**config.mk**
```make
export PLATFORM = sky130hd
export DESIGN_NAME = psram_arbiter
export DESIGN_NICKNAME = d
export VERILOG_FILES = /design/src/rtl/psram_arbiter.sv
export SDC_FILE = /design/constraint.sdc
export NUM_CORES = 1
export LEC_CHECK = 0
export CAP_MARGIN = 30
export CORE_MARGIN = 1.5
export CORE_UTILIZATION = 41
export CTS_CLUSTER_SIZE = 10
export DETAILED_ROUTE_END_ITERATION = 8
export PLACE_DENSITY = 0.82
export SLEW_MARGIN = 20
export SYNTH_ARGS = -nofsm -noshare
export SYNTH_HDL_FRONTEND = slang
export SYNTH_SLANG_ARGS = --single-unit
export TNS_END_PERCENT = 5
```
**constraint.sdc**
```tcl
create_clock -name i_clk -period 3 [get_ports i_clk]
set_clock_uncertainty 0.1 [all_clocks]
set_input_delay 0.9 -clock i_clk [delete_from_list [all_inputs] [get_ports i_clk]]
set_output_delay 0.9 -clock i_clk [all_outputs]
set_load 0.02 [all_outputs]
```
**src/rtl/psram_arbiter.sv**
```systemverilog
// ---------------------------------------------------------------------------
// psram_arbiter
//
// Shares the single PSRAM controller among NREQ bus masters (video fetch,
// CPU, DMA). A winner is chosen by fixed-plus-round-robin or pure
// round-robin priority. Its command is latched and held stable towards the
// controller for the whole transfer. The arbiter sequences the controller's
// strobe/busy/done handshake, returns read data and pulses a one-cycle
// acknowledge to the granted requester. A watchdog aborts a transfer the
// controller never finishes and raises a sticky error flag.
//
// Parameters
//   NREQ     number of requesters (2..4)
//   PRIO0    1: requester 0 has absolute priority, others round-robin
//            0: all requesters round-robin
//   TIMEOUT  cycles from strobe to done before the transfer is aborted
//
// Ports
//   i_clk, i_rst_n   clock and asynchronous active-low reset
//   i_req            per-requester request, held until its o_ack
//   i_we             per-requester write enable
//   i_addr           per-requester 24-bit word address, packed by index
//   i_din            per-requester 16-bit write data, packed by index
//   o_ack            one-cycle completion pulse to the granted requester
//   o_rdata          read data, valid with o_ack, held until the next read
//   o_err            sticky timeout flag
//   o_gnt            index of the current / last granted requester
//   o_mem_*          command to the PSRAM controller
//   i_mem_busy       controller busy
//   i_mem_done       controller done (level, high while idle after a transfer)
//   i_mem_dout       controller read data
// ---------------------------------------------------------------------------
module psram_arbiter #(
    parameter int NREQ    = 3,
    parameter bit PRIO0   = 1'b1,
    parameter int TIMEOUT = 255
) (
    input  logic               i_clk,
    input  logic               i_rst_n,
    input  logic [NREQ-1:0]    i_req,
    input  logic [NREQ-1:0]    i_we,
    input  logic [24*NREQ-1:0] i_addr,
    input  logic [16*NREQ-1:0] i_din,
    output logic [NREQ-1:0]    o_ack,
    output logic [15:0]        o_rdata,
    output logic               o_err,
    output logic [1:0]         o_gnt,
    output logic               o_mem_stb,
    output logic               o_mem_we,
    output logic [23:0]        o_mem_addr,
    output logic [15:0]        o_mem_din,
    input  logic               i_mem_busy,
    input  logic               i_mem_done,
    input  logic [15:0]        i_mem_dout
);

    typedef enum logic [2:0] {
        INIT,
        IDLE,
        ACCEPT,
        XFER,
        RELEASE
    } state_t;

    state_t          state;
    logic [1:0]      rr_ptr;
    logic [7:0]      count;

    logic [1:0]      win;
    logic            win_rr;
    logic [1:0]      idx;
    logic            timed_out;
    logic [NREQ-1:0] ack_onehot;

    // Winner selection. Requester 0 pre-empts everything when PRIO0 is set;
    // otherwise the first requesting port after the round-robin pointer
    // wins. win_rr doubles as the "found" flag so the first hit is kept.
    always_comb begin
        win    = '0;
        win_rr = 1'b0;
        idx    = '0;
        if (PRIO0 && i_req[0]) begin
            win = '0;
        end else begin
            for (int i = 1; i <= NREQ; i++) begin
                idx = 2'((int'(rr_ptr) + i) % NREQ);
                if (!win_rr && i_req[idx] && !(PRIO0 && idx == 2'd0)) begin
                    win    = idx;
                    win_rr = 1'b1;
                end
            end
        end
    end

    assign timed_out  = (count == 8'(TIMEOUT));
    assign ack_onehot = {{(NREQ-1){1'b0}}, 1'b1} << o_gnt;

    // Main sequencer. Every output is a register so the controller and
    // the requesters only ever see glitch-free signals. The command
    // registers are only written on a grant, so they stay constant until
    // the next one. The watchdog counts in ACCEPT and XFER, and an
    // expired count always wins over the normal handshake.
    always_ff @(posedge i_clk or negedge i_rst_n) begin
        if (!i_rst_n) begin
            state      <= INIT;
            o_ack      <= '0;
            o_rdata    <= '0;
            o_err      <= 1'b0;
            o_gnt      <= '0;
            o_mem_stb  <= 1'b0;
            o_mem_we   <= 1'b0;
            o_mem_addr <= '0;
            o_mem_din  <= '0;
            rr_ptr     <= 2'(NREQ - 1);
            count      <= '0;
        end else begin
            case (state)
                INIT: begin
                    if (i_mem_done && !i_mem_busy) begin
                        state <= IDLE;
                    end
                end

                IDLE: begin
                    if (|i_req) begin
                        o_gnt      <= win;
                        o_mem_we   <= i_we[win];
                        o_mem_addr <= i_addr[24*int'(win) +: 24];
                        o_mem_din  <= i_din[16*int'(win) +: 16];
                        o_mem_stb  <= 1'b1;
                        count      <= '0;
                        if (win_rr) begin
                            rr_ptr <= win;
                        end
                        state <= ACCEPT;
                    end
                end

                ACCEPT: begin
                    o_mem_stb <= 1'b0;
                    if (timed_out) begin
                        o_err <= 1'b1;
                        o_ack <= ack_onehot;
                        state <= RELEASE;
                    end else begin
                        count <= count + 8'd1;
                        if (i_mem_busy) begin
                            state <= XFER;
                        end
                    end
                end

                XFER: begin
                    if (timed_out) begin
                        o_err <= 1'b1;
                        o_ack <= ack_onehot;
                        state <= RELEASE;
                    end else begin
                        count <= count + 8'd1;
                        if (i_mem_done && !i_mem_busy) begin
                            if (!o_mem_we) begin
                                o_rdata <= i_mem_dout;
                            end
                            o_ack <= ack_onehot;
                            state <= RELEASE;
                        end
                    end
                end

                // One dead cycle so the acknowledged requester can drop
                // i_req before IDLE samples the requests again.
                RELEASE: begin
                    o_ack <= '0;
                    state <= IDLE;
                end

                default: begin
                    state     <= INIT;
                    o_mem_stb <= 1'b0;
                end
            endcase
        end
    end

endmodule

```
# Yosys cells after proc, flatten, opt, wreduce, memory -nomap -nowiden
# Index checks and enable logic that the tools add are counted.
[word_totals] ff_bits=77 latch_bits=0 ramBits=0 romBits=0 input_bits=146 mem_count=0
[op_classes] add_sub_neg=4 mul=1 div_mod_pow=3 order_cmp=4 n_eq_ne=11 shift=3 mux=34 n_bitwise=3 reduce_logical=29
[op_table] op="remainder unit 32 x 3 -> 32 bit (second input constant)" count=3
[op_table] op="variable part select 72 x 8 -> 24 bit" count=1
[op_table] op="variable part select 48 x 7 -> 16 bit" count=1
[op_table] op="two-way mux 3 bit" count=9
[op_table] op="two-way mux 8 bit" count=2
[op_table] op="case mux 8 bit (2 select lines)" count=1
[op_table] op="case mux 3 bit (5 select lines)" count=1
[op_table] op="less-than comparator 2 x 3 -> 1 bit (second input constant)" count=4
[op_table] op="two-way mux 1 bit" count=11
[op_table] op="case mux 3 bit (3 select lines)" count=1
[op_table] op="AND reduction 3 bit" count=3
[op_table] op="adder 8 x 1 -> 8 bit (second input constant)" count=1
[op_table] op="binary-select mux 1 bit (select 2 bit)" count=4
[op_table] op="== test 8 bit (second input constant)" count=1
[op_table] op="two-way mux 2 bit" count=4
[op_table] op="!= test 2 bit (second input constant)" count=4
[op_table] op="AND reduction 4 bit" count=2
[op_table] op="adder 2 x 2 -> 3 bit (second input constant)" count=2
[op_table] op="== test 3 x 2 -> 1 bit (second input constant)" count=2
[op_table] op="logical AND 1 bit" count=6
[op_table] op="logical NOT 1 bit" count=6
[op_table] op="logical NOT 2 bit" count=3
[op_table] op="!= test 3 bit (second input constant)" count=2
[op_table] op="AND reduction 2 bit" count=3
[op_table] op="12 further kinds" count=15

# Logic depth before layout (Yosys ltp)
# Gate-level depths: netlist of run 1.
[depth] ltp_word=19 ltp_mapped=10 mapped_depth_nobuf=8

# Worst setup path before layout of run 1
# OpenSTA, ideal clock, no wires.
[synth_timing] kind="in2reg" from="in i_req[0]" to="reg o_mem_we" setup_ns=0.135 t_arrival_ns=2.364 required_time_ns=2.765 slack_ns=0.401 stages=8 path_buffers=2 path_cell_list="buf_2 > mux2_4 > a21oi_2 > a21bo_2 > o221ai_4 > buf_6 > a2bb2oi_1 > o31ai_1"
[synth_between] elab_chain_cells=17 word_cells_on_any_way=25 cone_classes="mux (16); reduce/logical (9)"
[synth_lines] item="from (decl)" line_no="40" source="input logic [NREQ-1:0] i_req,"
[synth_lines] item="binary-select mux 1 bit (select 2 bit)" line_no="87" source="if (!win_rr && i_req[idx] && !(PRIO0 && idx == 2'd0)) begin"
[synth_lines] item="two-way mux 1 bit (implied by the code)" line_no="87"
[synth_lines] item="logical AND 1 bit" line_no="87"
[synth_lines] item="two-way mux 1 bit" line_no="87"
[synth_lines] item="two-way mux 1 bit" line_no="82" source="if (PRIO0 && i_req[0]) begin"
[synth_lines] item="logical NOT 1 bit" line_no="87"
[synth_lines] item="logical AND 1 bit (2 in series)" line_no="87"
[synth_lines] item="two-way mux 1 bit" line_no="87"
[synth_lines] item="two-way mux 1 bit" line_no="82"
[synth_lines] item="logical NOT 1 bit" line_no="87"
[synth_lines] item="logical AND 1 bit (2 in series)" line_no="87"
[synth_lines] item="two-way mux 2 bit" line_no="87"
[synth_lines] item="two-way mux 2 bit" line_no="82"
[synth_lines] item="binary-select mux 1 bit (select 2 bit)" line_no="127" source="o_mem_we <= i_we[win];"
[synth_lines] item="two-way mux 1 bit (implied by the code)" line_no="127"
[synth_lines] item="to (signal assigned)" line_no="127"
[synth_lines] item="to (decl)" line_no="49" source="output logic o_mem_we,"
# Parallel ways exist; a longest one is shown, timed or not. The select of a mux whose other input is x is not followed.
# A chain may end at the register's enable or synchronous reset.

# Worst setup path after layout of run 1
[layout_timing] from="in i_req[2]" to="reg o_mem_din[1]"
[layout_between] elab_chain_cells=16 word_cells_on_any_way=24 cone_classes="shift (1); mux (14); reduce/logical (9)"
[layout_lines] item="binary-select mux 1 bit (select 2 bit)" line_no="87"
[layout_lines] item="two-way mux 1 bit (implied by the code)" line_no="87"
[layout_lines] item="logical AND 1 bit" line_no="87"
[layout_lines] item="two-way mux 1 bit" line_no="87"
[layout_lines] item="two-way mux 1 bit" line_no="82"
[layout_lines] item="logical NOT 1 bit" line_no="87"
[layout_lines] item="logical AND 1 bit (2 in series)" line_no="87"
[layout_lines] item="two-way mux 1 bit" line_no="87"
[layout_lines] item="two-way mux 1 bit" line_no="82"
[layout_lines] item="logical NOT 1 bit" line_no="87"
[layout_lines] item="logical AND 1 bit (2 in series)" line_no="87"
[layout_lines] item="two-way mux 2 bit" line_no="87"
[layout_lines] item="two-way mux 2 bit" line_no="82"
[layout_lines] item="variable part select 48 x 7 -> 16 bit" line_no="129" source="o_mem_din <= i_din[16*int'(win) +: 16];"
[layout_lines] item="to (signal assigned)" line_no="129"
[layout_lines] item="to (decl)" line_no="51" source="output logic [15:0] o_mem_din,"
# Parallel ways exist; a longest one is shown, timed or not. The select of a mux whose other input is x is not followed.

==> results of run 1 <==
[final timing paths]
check,startpoint,end,slack (ns)
max,i_req[2],o_mem_din[1]$_DFFE_PN0P_,0.22
min in group asynchronous,i_rst_n,o_mem_din[11]$_DFFE_PN0P_,0.41
max reg2reg,rr_ptr[0]$_DFFE_PN0P_,o_mem_addr[4]$_DFFE_PN0P_,0.28
min,o_ack[1]$_DFFE_PN0P_,o_ack[1]$_DFFE_PN0P_,0.38
max in group asynchronous,i_rst_n,o_rdata[13]$_DFFE_PN0P_,1.79
min reg2reg,o_ack[1]$_DFFE_PN0P_,o_ack[1]$_DFFE_PN0P_,0.38
[cells by family (layout without fill, tap and decap cells)]
family | after synthesis | count (layout) | synth area share, %
XOR/XNOR | 6 | 6 | 1.20
AO/OA/AOI/OAI | 116 | 116 | 23.6
multiplexers | 59 | 59 | 14.1
buffers and inverters | 36 | 253 | 4.96
adder cells (fa/ha/maj) | 5 | 5 | 1.43
AND/OR/NAND/NOR | 104 | 104 | 10.5
flip-flops | 77 | 77 | 44.2
[flip-flops by register name, summed over array words and instances (netlist names)]
name and flops:
o_err 1, o_mem_we 1, o_ack 3, o_rdata 16, count 8, o_gnt 2, state 3, o_mem_din 16
o_mem_stb 1, o_mem_addr 24, rr_ptr 2
[placed cells by master, fill, tap and decap left out, types with 5 or more instances in the layout]
cell               n
clkdlybuf4s50_1  208
o31ai_1           42
nor2b_1            7
o21ai_0           11
nand2_1           58
mux2_2            16
buf_12            10
nor2_1            17
dfrtp_1           76
a21oi_1            5
mux2i_1           42
clkbuf_8           9
buf_4             15
ha_1               5
a2bb2oi_2         16
a2bb2oi_1         26
[metal layers]
layer / track usage (%) / wire, um / vias up
met5: 0 / 0 / -
met4: 6.27 / 242 / 0
met3: 5.33 / 799 / 23
met2: 39.8 / 6520 / 161
met1: 26.6 / 5170 / 1959
li1: - / - / 1911
[area by class of cell]
class                           instances  area [um2]
Clock buffer                            9         124
Timing Repair Buffer                  233        2390
Clock inverter                          7        81.3
Multi-Input combinational cell        290        2230
Tap cell                              136         170
Sequential cell                        77        1930
Inverter                                4        15.0
Fill cell                             788        3380
[worst max-delay path, stage by stage]
cell	delay, ns
clkdlybuf4s50_1	0.54
nor4bb_1	0.49
a21oi_2	0.07
o21ai_0	0.12
nand2_2	0.21
buf_12	0.22
mux2i_1	0.13
o31ai_1	0.23
[power groups by stage]
stage | Combinational, mW | Clock (mW) | Sequential, mW
final | 4.02 | 0.817 | 1.83
after global routing | 4.29 | 0.876 | 1.89
after CTS | 4.05 | 0.837 | 1.83
after detailed placement | 4.04 | 0 | 1.85
after global placement | 3.93 | 0 | 1.82
after floorplan | 1.99 | 0 | 2.27
==> results.ini, run 1 <==
[sta]
holdWs_ns=0.384
min_period_ns=2.78
clock.fmax_ghz=0.360
hold_viol_final=0
rsz0062_at_grt=no
worst_slew_pin_slew_ns=0.521
fin_ws_ns=0.219
slew_violations=0
fin_crit_sh_pct=92.7
finalSetupTns_ns=0
setup_violations=0
slew_headroom_pct=64.9

[finish]
final_nets=766
synthToLayoutAreaGrowth_pct=59.2
fin_util_pct=67.3
drive_gt1_share_pct=13.9
instances_no_fill=756
antennaDiodeCount=0
stdcell_area_um2=6940

[yosys]
synth_edf_count=0
synth_commonest_cells=dfrtp_1 (76), nand2_1 (58), mux2i_1 (42), o31ai_1 (42), a2bb2oi_1 (26)
netlist.top_cell.by_area=dfrtp_1
synth-main-ff-cell=dfrtp_1
ys_top_cells_by_area=dfrtp_1 (44%), mux2i_1 (9.6%), o31ai_1 (7.2%)
syn_inst=403
async_flop_share_pct=100
synth_nets=554
synth-seq-cells=77
yosys_warnings=0
ys_seq_area_share_pct=44.2
syn-cell-area_um2=4360
synth_area_per_cell_um2=10.8
synth_top_area_share_pct=43.6
ys_types=46
yosysMostFrequentCell=dfrtp_1

[clocking]
clockBufferDepth=2
root_buffer=clkbuf_8
cts_resized=0
cts_made_buffers=9
cts.sinks=77
htree_levels=3
cts_tree=done
post_cts_buffers=0
insertion_delay_ns=0.35
ctsHoldBuffers=0
clkTransAtPathRegs_ns=0.08

[power]
vdd_ir_drop_max_uv=624
power_frac_comb_pct=60.3
pwr-share-clk_pct=12.2
switching_share_pct=40.8
power.switching_mw=2.72
p_int_mw=3.95
powerDensity_nw_per_um2=961
total_leakage_power_nw=2.96
total_power_mw=6.67
seq_power_share_pct=27.5

[place]
io_buffers=209
dp_slack_ns=-0.136
gp_congestion=0.919
postPlaceCellArea_um2=6740
dp_hpwl_mm=9.77
dpl.cell_count=740

[worst_setup_path]
startpoint_type=input pin
worstSetupPathType=in2reg
crit_arrival_ns=2.92
critPathCaptureType=flip-flop
cp.required_ns=3.14
r2r_cells=9
cp_max_fo=14

[job]
drv_cap=0

[floorplanning]
die-area_um2=11300
die_w_um=106
core_area_um2=10300
initial_core_util_pct=42.2
io_pins=210
row_count=37
die_h_um=106

[drt]
drc=0
avgViaCountPerCell=5.36
finalWirelength_mm=12.7
drt_iter0_markers=173
ant_nets=0
dr_total_vias=4054
first_pass_iters=5
wl_per_cell_um=16.9

[grt]
grt_pass1_wl_mm=20.0
track_usage_pct=22.3
antenna_found_initial=0
grt_pass1_vias=4212
grt_max_degree=41
grt_overflow=0

[min_path]
min_path_type=reg2reg
holdPathStages=2

[outcome]
outcome=completed

No activity file was read; power rests on OpenSTA's default activity.
==> run 2, diff against run 1 <==
CORE_UTILIZATION = 42   (was 41)
CTS_BUF_LIST = sky130_fd_sc_hd__clkbuf_8   (was default)
PLACE_DENSITY = 0.83   (was 0.82)
==> run 2 against run 1 <==
Via count grew 1.5%; sequential cell count is the same; power grew 0.66%; clock power grew 7.0%; clock-buffer cell count grew 1; register-to-register slack lost 0.03 ns; wire length shrank 0.40%; critical endpoint is now o_mem_addr[0]$_DFFE_PN0P_; highest routed layer unchanged.
==> results.ini, run 2 (synthesis gave the netlist of run 1 again) <==
[outcome]
outcome=completed  ; unchanged

[power]
p_int_mw=4.03  ; was 3.95 mW
total_leakage_power_nw=2.96  ; about the same
power_frac_comb_pct=59.8  ; was 60.3%
powerDensity_nw_per_um2=969  ; was 961 nW/um2
pwr-share-clk_pct=13.0  ; was 12.2%
vdd_ir_drop_max_uv=451  ; was 624 uV
power.switching_mw=2.69  ; was 2.72 mW
switching_share_pct=40.0  ; was 40.8%
seq_power_share_pct=27.2  ; was 27.5%

[worst_setup_path]
cp_max_fo=25  ; was 14
r2r-start=rr_ptr[0]$_DFFE_PN0P_  ; unchanged
worstSetupPathType=in2reg  ; unchanged
startpoint_type=input pin  ; unchanged
regToRegSetupSlack_ns=0.25  ; was 0.28 ns
r2r_cells=9  ; unchanged
cp.required_ns=3.16  ; was 3.14 ns
regToRegEndpoint=o_mem_din[12]$_DFFE_PN0P_  ; was o_mem_addr[4]$_DFFE_PN0P_
crit_start=i_req[2]  ; unchanged
crit_arrival_ns=3.04  ; was 2.92 ns
critPathCaptureType=flip-flop  ; unchanged

[finish]
drive_gt1_share_pct=13.3  ; was 13.9%
final_nets=762  ; was 766
stdcell_area_um2=6930  ; was 6940 um2
antennaDiodeCount=0  ; unchanged
synthToLayoutAreaGrowth_pct=58.9  ; was 59.2%
n_fill_cell=761  ; was 788
largest_register=o_mem_addr  ; unchanged
mostFrequentLayoutCells=clkdlybuf4s50_1 (208), dfrtp_1 (76), nand2_1 (58)  ; unchanged
instances_no_fill=752  ; was 756
largestRegisters=o_mem_addr x24, o_mem_din x16, o_rdata x16  ; unchanged
final_common_cell=clkdlybuf4s50_1  ; unchanged
largest_reg_flops=24  ; unchanged

[clocking]
ctsHoldBuffers=0  ; unchanged
cts_tree=done  ; unchanged
cts_resized=0  ; unchanged
insertion_delay_ns=0.35  ; about the same
root_buffer=clkbuf_8  ; unchanged
post_cts_buffers=0  ; unchanged
htree_levels=3  ; unchanged
clockBufferDepth=2  ; unchanged
cts.sinks=77  ; unchanged
clkTransAtPathRegs_ns=0.08  ; about the same
cts_made_buffers=9  ; unchanged

[sta]
clock.fmax_ghz=0.346  ; was 0.360 GHz
setup_violations=0  ; unchanged
rsz0062_at_grt=no  ; unchanged
hold_viol_final=0  ; unchanged
worst_slew_pin_slew_ns=0.604  ; was 0.521 ns
min_period_ns=2.89  ; was 2.78 ns
holdWs_ns=0.382  ; was 0.384 ns
slew_violations=0  ; unchanged
slew_headroom_pct=59.3  ; was 64.9%
fin_crit_sh_pct=96.3  ; was 92.7%

[grt]
grt_pass1_wl_mm=20.6  ; was 20.0 mm
grt_max_degree=43  ; was 41
antenna_found_initial=0  ; unchanged
grt_pass1_vias=4252  ; was 4,212
grt_overflow=0  ; unchanged
track_usage_pct=23.6  ; was 22.3%

[min_path]
min_path_type=reg2reg  ; unchanged
holdPathStages=1  ; was 2
holdCritStartpoint=o_err$_DFFE_PN0P_  ; was o_ack[1]$_DFFE_PN0P_
holdPathEnd=o_err$_DFFE_PN0P_  ; was o_ack[1]$_DFFE_PN0P_

[drt]
first_pass_iters=4  ; was 5
wl_per_cell_um=16.9  ; about the same
drt_iter0_markers=199  ; was 173
avgViaCountPerCell=5.47  ; was 5.36
dr_total_vias=4115  ; was 4,054
drc=0  ; unchanged
finalWirelength_mm=12.7  ; about the same
ant_nets=0  ; unchanged

[place]
dp_hpwl_mm=9.63  ; was 9.77 mm
dpl.cell_count=736  ; was 740
postPlaceCellArea_um2=6710  ; was 6740 um2
io_buffers=209  ; unchanged
gp_congestion=0.822  ; was 0.919

[floorplanning]
die-area_um2=11000  ; was 11,300 um2
die_h_um=105  ; was 106 um
initial_core_util_pct=42.8  ; was 42.2%
row_count=37  ; unchanged
io_pins=210  ; unchanged
core_area_um2=10200  ; was 10,300 um2
die_w_um=105  ; was 106 um

[job]
drv_cap=0  ; unchanged

## run 2: worst max path at each step
stage / to / slack [ns] / depth (start not counted)
final: o_mem_addr[0]$_DFFE_PN0P_ / 0.11 / 8
after global routing: o_mem_addr[0]$_DFFE_PN0P_ / 0.002 / 8
after CTS: o_mem_addr[0]$_DFFE_PN0P_ / 0.15 / 8
after detailed placement: o_mem_addr[0]$_DFFE_PN0P_ / -0.20 / 8
after global placement: o_mem_addr[1]$_DFFE_PN0P_ / -0.05 / 7
after floorplan: o_mem_we$_DFFE_PN0P_ / 0.40 / 8
## run 2: worst max-delay path, stage by stage
cell and delay [ns]:
clkdlybuf4s50_1 0.58, nor4bb_1 0.57, a21oi_2 0.07, o21ai_0 0.15, nand2_2 0.16, buf_12 0.20, mux2i_1 0.17, o31ai_1 0.23
## run 2: power by group through the flow
stage / logic (mW) / clock network, mW / registers (mW)
2_1_floorplan: 1.99 / 0 / 2.27
3_3_place_gp: 3.91 / 0 / 1.82
3_5_place_dp: 4.01 / 0 / 1.84
4_1_cts: 4.02 / 0.891 / 1.83
5_1_grt: 4.30 / 0.943 / 1.89
6_report: 4.01 / 0.874 / 1.83
## run 2: through the flow
| stage | TNS (ns) | setup WS, ns | util [%] | power, mW |
|---|---|---|---|---|
| 5_1_grt | 0 | 0.00223 | 68.1 | 7.13 |
| 2_1_floorplan | 0 | 0.401 | - | 4.26 |
| 3_5_place_dp | -5.48 | -0.203 | 65.9 | 5.85 |
| 3_3_place_gp | -0.353 | -0.0510 | 65.9 | 5.72 |
| 6_report | 0 | 0.110 | 68.1 | 6.71 |
| 4_1_cts | 0 | 0.153 | 68.1 | 6.74 |
## run 2: cell type report
| type | count | area, um2 | share of cell area [%] |
|---|---|---|---|
| tap | 136 | 170 | 2.45 |
| clock buffer | 10 | 138 | 1.99 |
| timing repair buffer | 229 | 2360 | 34.1 |
| inverter | 4 | 15.0 | 0.217 |
| sequential | 77 | 1930 | 27.8 |
| multi-input combinational | 290 | 2230 | 32.2 |
| clock inverter | 6 | 86.3 | 1.25 |
## run 2: layer usage
layer | part of all wire (%) | track usage (%) | up-vias
met1 | 41 | 29.3 | 2006
met2 | 51 | 40.3 | 183
met3 | 6.4 | 5.61 | 23
met4 | 1.8 | 7.24 | 0
met5 | 0 | 0 | -
li1 | - | - | 1903
==> run 3, diff against run 2 <==
CAP_MARGIN = default   (was 30)
SLEW_MARGIN = default   (was 20)
==> results of run 3 <==
Same layout as run 2: the final DEF is identical, and so are final timing and power.
